$ cat src/rtl/div_pkg.sv
// div_pkg: shared types and constants for the sequential divider
package div_pkg;
    typedef enum logic [1:0] {DIV = 2'b00, DIVU = 2'b01, REM = 2'b10, REMU = 2'b11} div_op_t;
    typedef enum logic [1:0] {IDLE = 2'b00, CALC = 2'b01, FIN = 2'b10} div_state_t;
    localparam int DIV_W = 32;
    localparam int CNT_W = $clog2(DIV_W);
endpackage

$ cat src/rtl/div_restore_step.sv
// div_restore_step: one restoring shift/trial-subtract/select iteration
module div_restore_step #(
    parameter int W = 32
) (
    input  logic [W-1:0] rem,
    input  logic [W-1:0] quo,
    input  logic [W-1:0] dmag,
    output logic [W-1:0] rem_n,
    output logic [W-1:0] quo_n
);
    logic [W:0] shifted;
    logic [W:0] trial;
    // keep the bit shifted out of rem so divisors >= 2^(W-1) still compare correctly
    assign shifted = {rem, quo[W-1]};
    assign trial   = shifted - {1'b0, dmag};
    assign rem_n   = trial[W] ? shifted[W-1:0] : trial[W-1:0];
    assign quo_n   = {quo[W-2:0], ~trial[W]};
endmodule

$ cat src/rtl/seq_divider_32bit.sv
// seq_divider_32bit: iterative radix-2 restoring divider for RV32IM DIV/DIVU/REM/REMU
module seq_divider_32bit
    import div_pkg::*;
#(
    parameter int WIDTH = DIV_W
) (
    input  logic             clk,
    input  logic             rst,
    input  logic             start,
    input  logic [1:0]       op,
    input  logic [WIDTH-1:0] dividend,
    input  logic [WIDTH-1:0] divisor,
    output logic             busy,
    output logic             done,
    output logic [WIDTH-1:0] result
);
    div_state_t       state;
    div_op_t          op_c;
    logic [CNT_W-1:0] cnt;
    logic [WIDTH-1:0] rem, quo, dmag, rem_n, quo_n, a_mag, b_mag;
    logic             is_rem, neg_q, neg_r, sgn, a_neg, b_neg, dz, ovf;
    assign op_c  = div_op_t'(op);
    assign sgn   = op_c == DIV || op_c == REM;
    assign a_neg = sgn & dividend[WIDTH-1];
    assign b_neg = sgn & divisor[WIDTH-1];
    assign a_mag = a_neg ? -dividend : dividend;
    assign b_mag = b_neg ? -divisor : divisor;
    assign dz    = divisor == '0;
    assign ovf   = sgn && dividend == {1'b1, {(WIDTH-1){1'b0}}} && divisor == '1;
    assign busy  = state != IDLE;
    div_restore_step #(.W(WIDTH)) u_step (
        .rem  (rem),
        .quo  (quo),
        .dmag (dmag),
        .rem_n(rem_n),
        .quo_n(quo_n)
    );
    // special cases preload quo/rem with the final answer and skip CALC;
    // abs(MIN) == MIN, so the overflow quotient falls out of a_mag directly
    always_ff @(posedge clk) begin
        if (rst) begin
            state  <= IDLE;
            cnt    <= '0;
            rem    <= '0;
            quo    <= '0;
            dmag   <= '0;
            is_rem <= 1'b0;
            neg_q  <= 1'b0;
            neg_r  <= 1'b0;
            result <= '0;
            done   <= 1'b0;
        end else begin
            done <= 1'b0;
            case (state)
                IDLE: if (start) begin
                    is_rem <= op_c == REM || op_c == REMU;
                    neg_q  <= (a_neg ^ b_neg) & ~dz;
                    neg_r  <= a_neg & ~dz;
                    dmag   <= b_mag;
                    cnt    <= CNT_W'(WIDTH - 1);
                    rem    <= dz ? dividend : '0;
                    quo    <= dz ? '1 : a_mag;
                    state  <= (dz || ovf) ? FIN : CALC;
                end
                CALC: begin
                    rem   <= rem_n;
                    quo   <= quo_n;
                    cnt   <= cnt - 1'b1;
                    state <= cnt == '0 ? FIN : CALC;
                end
                FIN: begin
                    result <= is_rem ? (neg_r ? -rem : rem) : (neg_q ? -quo : quo);
                    done   <= 1'b1;
                    state  <= IDLE;
                end
                default: state <= IDLE;
            endcase
        end
    end
endmodule
$ cat config.mk
export PLATFORM = sky130hd
export DESIGN_NAME = seq_divider_32bit
export DESIGN_NICKNAME = d
export VERILOG_FILES = /design/src/rtl/div_pkg.sv /design/src/rtl/div_restore_step.sv /design/src/rtl/seq_divider_32bit.sv
export SDC_FILE = /design/constraint.sdc
export NUM_CORES = 1
export LEC_CHECK = 0
export ABC_AREA = 1
export CORE_MARGIN = 5
export CORE_UTILIZATION = 50
export DETAILED_ROUTE_END_ITERATION = 8
export GPL_TIMING_DRIVEN = 0
export PLACE_DENSITY = 0.73
export SETUP_SLACK_MARGIN = 0.5
export SLEW_MARGIN = 10
export SYNTH_ARGS = -nofsm -noshare
export SYNTH_HDL_FRONTEND = slang
export SYNTH_SLANG_ARGS = --single-unit
$ cat constraint.sdc
create_clock -name clk -period 2.2 [get_ports clk]
set_input_delay 0.22 -clock clk [delete_from_list [all_inputs] [get_ports clk]]
set_output_delay 0.22 -clock clk [all_outputs]
set_load 0.1 [all_outputs]
==> results of run 1 <==
==> cell usage after synthesis (all sizes together) <==
cell    instances  area, um^2
or2             6       37.54
clkinv          3       11.26
o221ai          8       70.07
and2            2       12.51
xnor2          10       87.58
nand2         604        2390
o31ai           4       30.03
ha             38       475.5
o22ai           1       6.260
a21oi         160       894.6
a21o            2       15.01
nand3         190        1064
xor2           48       420.4
nand4          34       212.7
nand3b          2       15.01
and3            4       25.02
o21bai          1       7.510
clkbuf         57       216.5
buf            22       128.9
o21ai         231        1160
nor3b           1       7.510
o211ai         21       157.7
inv           435        1633
a31oi           3       18.77
nor3           27       155.2
fa              1       20.02
nor2          218       835.8
dfxtp         139        2783
nor4           10       77.57
==> critical path, delay by kind of cell, from the launching register on <==
kind	cells	cell delay [ps]
flops	1	460
simple gates	13	1020
compound gates	1	210
buf+inv	2	310
fa+ha+maj	1	260
==> final cells by class <==
| type | count | area, um^2 | area share (%) |
|---|---|---|---|
| Multi-Input combinational cell | 1626 | 9816 | 55.12 |
| Timing Repair Buffer | 204 | 1971 | 11.07 |
| Buffer | 79 | 462.9 | 2.600 |
| Clock buffer | 17 | 425.4 | 2.389 |
| Tap cell | 335 | 419.2 | 2.354 |
| Inverter | 438 | 1688 | 9.479 |
| Sequential cell | 139 | 2848 | 15.99 |
| Clock inverter | 15 | 177.7 | 0.9977 |
==> final timing paths <==
| path | startpoint | cells after the start | slack (ps) | endpoint |
|---|---|---|---|---|
| max | rem[16] | 17 | -170 | rem[31] |
| min | divisor[31] | 3 | 200 | dmag[31] |
| max reg2reg | rem[16] | 17 | -170 | rem[31] |
| min reg2reg | dmag[31] | 2 | 470 | dmag[31] |
==> power by group <==
part	switching, W	leakage, nW	internal, W	total (W)
registers	0.000367	1.16	0.00277	0.00314
clock network	0.00147	0.284	0.00154	0.00301
logic	0.00501	7.18	0.00290	0.00790
==> flip-flops by register name (all words and copies together), names as in the netlist <==
signal  count
done        1
neg_r       1
result     32
cnt         5
is_rem      1
dmag       32
rem        32
quo        32
neg_q       1
state       2
==> routing by layer <==
layer | routed length (um) | part of all wire (%) | up-vias
met5 | 0 | 0 | -
met1 | 23400 | 42 | 7569
li1 | - | - | 7705
met2 | 24750 | 44 | 967
met3 | 5688 | 10 | 162
met4 | 2525 | 4.5 | 0
==> what timing repair did <==
action / in CTS / in global routing
resized for setup: 480 / 287
cloned: 4 / 0
setup buffers: 65 / 33
setup endpoints to repair: 172 / 133
pin swaps: 70 / 89
==> stage by stage <==
stage	TNS, ps	instances
final	-3352	2853
after global routing	-6985	2853
after CTS	-2247	2820
after detailed placement	-24060	2719
after global placement	-22350	2719
after floorplan	0	2282
==> kinds of logic after synthesis <==
group	count (synthesis)	share of synthesized area, %
simple gates	1098	37.26
buf+inv	517	15.34
compound gates	431	18.20
flops	139	21.46
xor+xnor	58	3.917
fa+ha+maj	39	3.821
==> flow_results.org, run 1 <==
** Cells and area
- Leading cell type in the layout, fill and taps excluded :: sky130_fd_sc_hd__nand2_1
- In the layout the commonest cells are 507 x sky130_fd_sc_hd__nand2_1, 365 x sky130_fd_sc_hd__inv_1, 165 x sky130_fd_sc_hd__nor2_1, 165 x sky130_fd_sc_hd__o21ai_0, 120 x sky130_fd_sc_hd__nand3_1.
- The area growth from synthesis to layout is 37.32%.
- Count of nets after finishing :: 2613
- The post-route netlist has 26.93% of its cells at a drive strength greater than 1.
- The layout has 2327 filler cells.
- Fraction of the core area covered by cells at the end of the flow :: 69.12%
- Final design instance area without fill :: 17810 um^2
- The number of antenna diodes in the final layout is 0.

** STA
- Crit share post-route :: 107.7%
- Worst slew margin :: 42.47%
- Final setup violation count :: 33
- Final Worst Setup Slack :: -169.7 ps
- The count of final max-slew check failures is 0.
- Clock skew on the completed layout was measured at 20.03 ps.
- At the pin with the least slew margin, the transition time is 863.0 ps.
- The final-report hold violation count came to 0.
- On the final layout, the worst hold slack is 197.0 ps.
- Post-layout minimum cycle time :: 2370 ps
- Setup repair after global routing could not meet its margin everywhere.
- Derived from the worst setup path, the maximum achievable clock frequency is 422.0 MHz.

** Synthesis
- Synthesized netlist net count :: 2390
- Fraction of the yosys area taken by sequential cells :: 21.46%
- Mean instance size in the synthesized netlist :: 5.682 um^2
- YS warnings :: 0
- Distinct cells, synth :: 45
- Synthesized instance count :: 2282
- Area of the mapped netlist :: 12970 um^2
- In this run, synthesis produced a sequential element count of 139.

** Global route
- Wire length of the first global-routing pass :: 83380 um
- Global routing used 6.816% of the available met3 tracks.
- Number of antenna violations at the first check in global routing :: 0
- Gr busiest metal :: met2
- Pin count of the biggest net entering global routing :: 18
- In the global route stage, met2 resource usage came out at 57.06%.
- In the global route stage, met1 resource usage came out at 51.10%.
- Total global-route track usage :: 36.98%
- The via count of the first global-routing pass is 14.86k.
- Total grt overflow :: 0

** Die
- The die is 171.0 um tall.
- Once the floorplan was initialized, standard cells occupied 50.33% of the core.
- The floorplan has 59 rows.
- The floorplan step defined a die boundary enclosing 29260 um^2.
- The die is 171.0 um wide.
- Placeable core area :: 25760 um^2
- Pin placement for this block handled 103 I/O pins.

** CTS
- Hold-fix buffer count after cts :: 0
- In this run, CTS created clock tree buffers numbering 17.
- Counting every sink on the clock net gives 139.
- In this run the deepest clock path goes through 2 buffers.
- Clock-pin slew was measured on the worst setup and hold paths at 70 ps.
- At the later pin of the worst-skew pair, clock insertion delay measures 450 ps.
- In this run the clock root is driven by a sky130_fd_sc_hd__clkbuf_16.
- TritonCTS clock tree :: done
- Number of H-tree branching levels :: 4

** Placement
- Standard cell area after detailed placement :: 14460 um^2
- Port-buffer cells :: 102
- Dpl hpwl :: 43110 um
- At the end of routability-driven placement, the weighted congestion stood at 0.9931.
- Worst Setup Slack post-DPL :: -557.6 ps

** Setup path
- The worst setup path is launched from a register.
- Highest fanout seen on the critical path :: 7
- The critical path is of the register to register type.
- Slowest cell on the critical path :: sky130_fd_sc_hd__dfxtp_2
- The signal on the critical path passes through ha_4 -> nand2_1 -> nand2_1 -> nand2_1 -> nand2_1 -> nand2_1 -> nand2_2 -> a21oi_4 -> buf_4 -> nand2_4 -> nand2_4 -> nand2_8 -> buf_4 -> nor2_4 -> nor2_1 -> nor2_1 -> nor2_1.
- Cell type with the highest occurrence count on the critical path :: sky130_fd_sc_hd__nand2_1
- WP data arrival :: 2700 ps
- Critical path data required time :: 2530 ps
- Category of the worst setup path capture point :: register
- Max incr delay on CP :: 460 ps

** Power
- Static leakage power :: 8.618 nW
- Power spread over the standard cell area amounts to 789.2 nW/um^2.
- Design Power :: 0.01405 W
- Worst vdd rail ir drop :: 0.5633 mV

** Status
- Violations in the final reports :: negative setup slack
- Outcome :: finished, violations left

** Routing
- In the final routed layout, each cell accounts on average for 19.76 um.
- Number of nets still failing antenna checks after routing :: 0
- Number of remaining DRC errors :: 0
- Before antenna repair, the detailed router went through 8 iterations.
- Total number of vias :: 16.40k
- In this run, the number of DRC markers left after iteration 0 of detailed routing was 2081.
- Dividing the detail-routed via count by the number of cells gives 5.749.
- Total wire length :: 56370 um

** Run
- The tool flagged a number of max-cap violations equal to 0.

** Min path
- Min-Delay Path Class :: primary input to register
(Power assumes the default switching activity.)
==> run 2, diff against run 1 <==
- DONT_BUFFER_PORTS: not set -> 1
- PLACE_DENSITY: 0.73 -> 0.68
==> run 2 against run 1 <==
The flow finishes with violations (negative hold slack, negative setup slack). Global-route usage shrank 1.4 points. Sequential share of layout area grew 2.0 points. Count of clock-buffer cells in the layout grew 2. Largest power group unchanged. Highest routed layer unchanged.
==> flow_results.org, run 2 (same netlist as run 1, synthesis figures left out) <==
** STA
- RSZ-0062 raised after global routing :: true
- Final hold violation count :: 1
- In the post-route analysis, the smallest setup slack over all paths is -215.1 ps.
- For this run, the top clock speed supported by timing is 414.1 MHz.
- Worst slew margin :: 29.05%
- Final hold analysis gives a worst-case slack of -8.230 ps.
- Maximum clock skew at final layout :: 16.50 ps
- Summed over all failing endpoints, the final setup total negative slack is -4292 ps.
- At the pin with the least slew margin, the transition time is 1063 ps.
- Final setup violation count :: 33
- Post-layout minimum cycle time :: 2415 ps
- The count of final max-slew check failures is 0.
- Dividing the final minimum period by the clock period gives 109.8%.

** Global route
- Total global-route track usage :: 35.59%
- After global routing, the most crowded layer is met2.
- Number of antenna violations at the first check in global routing :: 0
- Met3 routing resource usage after global routing :: 8.480%
- Number of global-route vias before repair :: 14.01k
- The total overflow left after global routing is 0.
- The first global-routing pass estimated 79710 um of wire.
- Global routing used 49.58% of the available met1 tracks.
- Entering global routing, the biggest net connects 17 pins.
- For met2 alone, demand over resource in global routing was 53.42%.

** CTS
- Clock input transition at the sequential cells of the worst setup and hold paths :: 70 ps
- Clk buf depth :: 2
- TritonCTS built the clock tree.
- The later pin in the worst-skew pair is clocked with a latency of 440 ps.
- Number of H-tree branching levels :: 4
- The root buffer cell chosen for the clock tree is sky130_fd_sc_hd__clkbuf_16.
- Number of buffers added by the clock tree synthesis step :: 17
- Number of sinks driven by the clock tree :: 139

** Routing
- Total wire length :: 54440 um
- Number of remaining DRC errors :: 0
- Initial drt markers :: 1797
- Total number of vias :: 15.48k
- Number of nets still failing antenna checks after routing :: 0
- Avg Vias per Cell :: 5.717
- Wire per inst :: 20.11 um
- Number of search-and-repair iterations in the first detailed-routing pass :: 6

** Power
- Sw Share :: 47.52%
- Flop pwr share :: 24.0%
- Worst vdd rail ir drop :: 0.6333 mV
- Per report_power, the clock group accounts for 22.4% of the total.
- Design Power :: 0.01349 W
- Static leakage power :: 7.640 nW
- Portion of total power attributed to combinational logic :: 53.6%
- Cell internal power was estimated by the tool at 0.007081 W.
- Power spread over the standard cell area amounts to 849.4 nW/um^2.
- The analysis attributes to net switching a power of 0.006411 W.

** Status
- Outcome :: finished, violations left
- Violations in the final reports :: negative hold slack, negative setup slack

** Cells and area
- In the final layout, the share of cells above drive strength 1 is 20.62%.
- The number of antenna diodes in the final layout is 0.
- Count of nets after finishing :: 2467
- Leading cell types in the layout, fill and taps excluded :: 521 x sky130_fd_sc_hd__nand2_1, 391 x sky130_fd_sc_hd__inv_1, 180 x sky130_fd_sc_hd__nor2_1
- The library cell used most frequently in the layout, excluding fill and tap cells, is sky130_fd_sc_hd__nand2_1.
- The area growth from synthesis to layout is 22.49%.
- Fraction of the core area covered by cells at the end of the flow :: 61.65%

** Placement
- Placer's final routability congestion estimate :: 1.024
- In this run the tool buffered the top-level ports with 0 buffer cells.
- Dpl hpwl :: 42890 um
- Worst Setup Slack post-DPL :: -344.9 ps

** Min path
- The path class of the tightest hold or removal check is primary input to register.

** Run
- The tool flagged a number of max-cap violations equal to 0.

** Die
- Once the floorplan was initialized, standard cells occupied 50.33% of the core.
- In this run the vertical extent of the chip is 171.0 um.
- After floorplanning, the core was divided into 59 placement rows.
- From left edge to right edge, the die measures 171.0 um.
- Die area :: 29260 um^2
- Num ports :: 103
- Placeable core area :: 25760 um^2

** Setup path
- STA classifies the critical path startpoint as a register.
- WP data arrival :: 2770 ps
- Worst setup path category :: register to register
- For the worst setup path, the data required time is 2550 ps.
- STA classifies the critical path endpoint as a register.
- Highest fanout seen on the critical path :: 6
run 2: cell count changes in the layout (fill, tap and decap cells not counted), moves of 12 or more:
cell                              change
sky130_fd_sc_hd__buf_6               -12
sky130_fd_sc_hd__nand2_1             +14
sky130_fd_sc_hd__inv_1               +26
sky130_fd_sc_hd__nor2_1              +15
sky130_fd_sc_hd__clkdlybuf4s15_2     -33
sky130_fd_sc_hd__dlygate4sd2_1       -17
sky130_fd_sc_hd__clkbuf_1            +12
sky130_fd_sc_hd__inv_2               -23
sky130_fd_sc_hd__buf_4               -38
sky130_fd_sc_hd__dlymetal6s2s_1      -18
sky130_fd_sc_hd__clkdlybuf4s50_1     -27
run 2: layout make-up:
type	instances	area (um^2)
multi-input cells	1626	9350
well taps	335	419.2
fillers	2576	9879
repair buffers	58	546.8
inverters	438	1688
flip-flops and latches	139	2861
clock inverters	13	152.6
clock buffers	19	442.9
plain buffers	79	422.9
run 2: power groups by stage:
stage          combinational [W]  clock (W)  sequential, W
2_1_floorplan            0.00412          0        0.00306
3_3_place_gp             0.00550          0        0.00319
3_5_place_dp             0.00554          0        0.00319
4_1_cts                  0.00632    0.00302        0.00317
5_1_grt                  0.00786    0.00312        0.00325
6_report                 0.00723    0.00302        0.00324
run 2: metal layers:
layer	vias to the layer above	share of wire, %
met1	7127	42
met3	134	10
met2	816	43
li1	7399	-
met4	0	4.1
met5	-	0
run 2: worst paths after layout:
| check | from | to | slack (ps) | cells past startpoint |
|---|---|---|---|---|
| setup reg to reg | rem[4] | rem[19] | -220 | 15 |
| hold / removal | start | state[1] | -8 | 2 |
| setup / recovery | rem[4] | rem[19] | -220 | 15 |
| hold reg to reg | dmag[31] | dmag[31] | 470 | 2 |
run 2: metrics by stage:
step	hold slack (ps)	cells	instance area (um^2)
after CTS	0.6147	2681	14890
final	-8.230	2707	15880
after global placement	424.1	2617	13440
after global routing	0.6299	2707	15880
after floorplan	392.6	2282	13020
after detailed placement	432.9	2617	13440
run 2: critical path, cell delays in order (launching register included):
cell	delay, ps
sky130_fd_sc_hd__dfxtp_2	470
sky130_fd_sc_hd__ha_1	340
sky130_fd_sc_hd__nand2_1	110
sky130_fd_sc_hd__nand2_1	120
sky130_fd_sc_hd__a21oi_2	200
sky130_fd_sc_hd__nand2_4	90
sky130_fd_sc_hd__nand2_4	70
sky130_fd_sc_hd__nand2_4	80
sky130_fd_sc_hd__nand2_8	110
sky130_fd_sc_hd__nand2_8	70
sky130_fd_sc_hd__nand2_4	80
sky130_fd_sc_hd__nand2_8	100
sky130_fd_sc_hd__clkbuf_16	180
sky130_fd_sc_hd__nand2_2	60
sky130_fd_sc_hd__nand3_2	90
sky130_fd_sc_hd__a21oi_2	150
run 2: timing repair:
action	in CTS	in global routing
resized for setup	199	239
hold endpoints to repair	4	0
hold buffers	4	0
buffers inserted	24	25
pin swaps	40	58
cloned	4	1
endpoints found under the setup margin	134	127
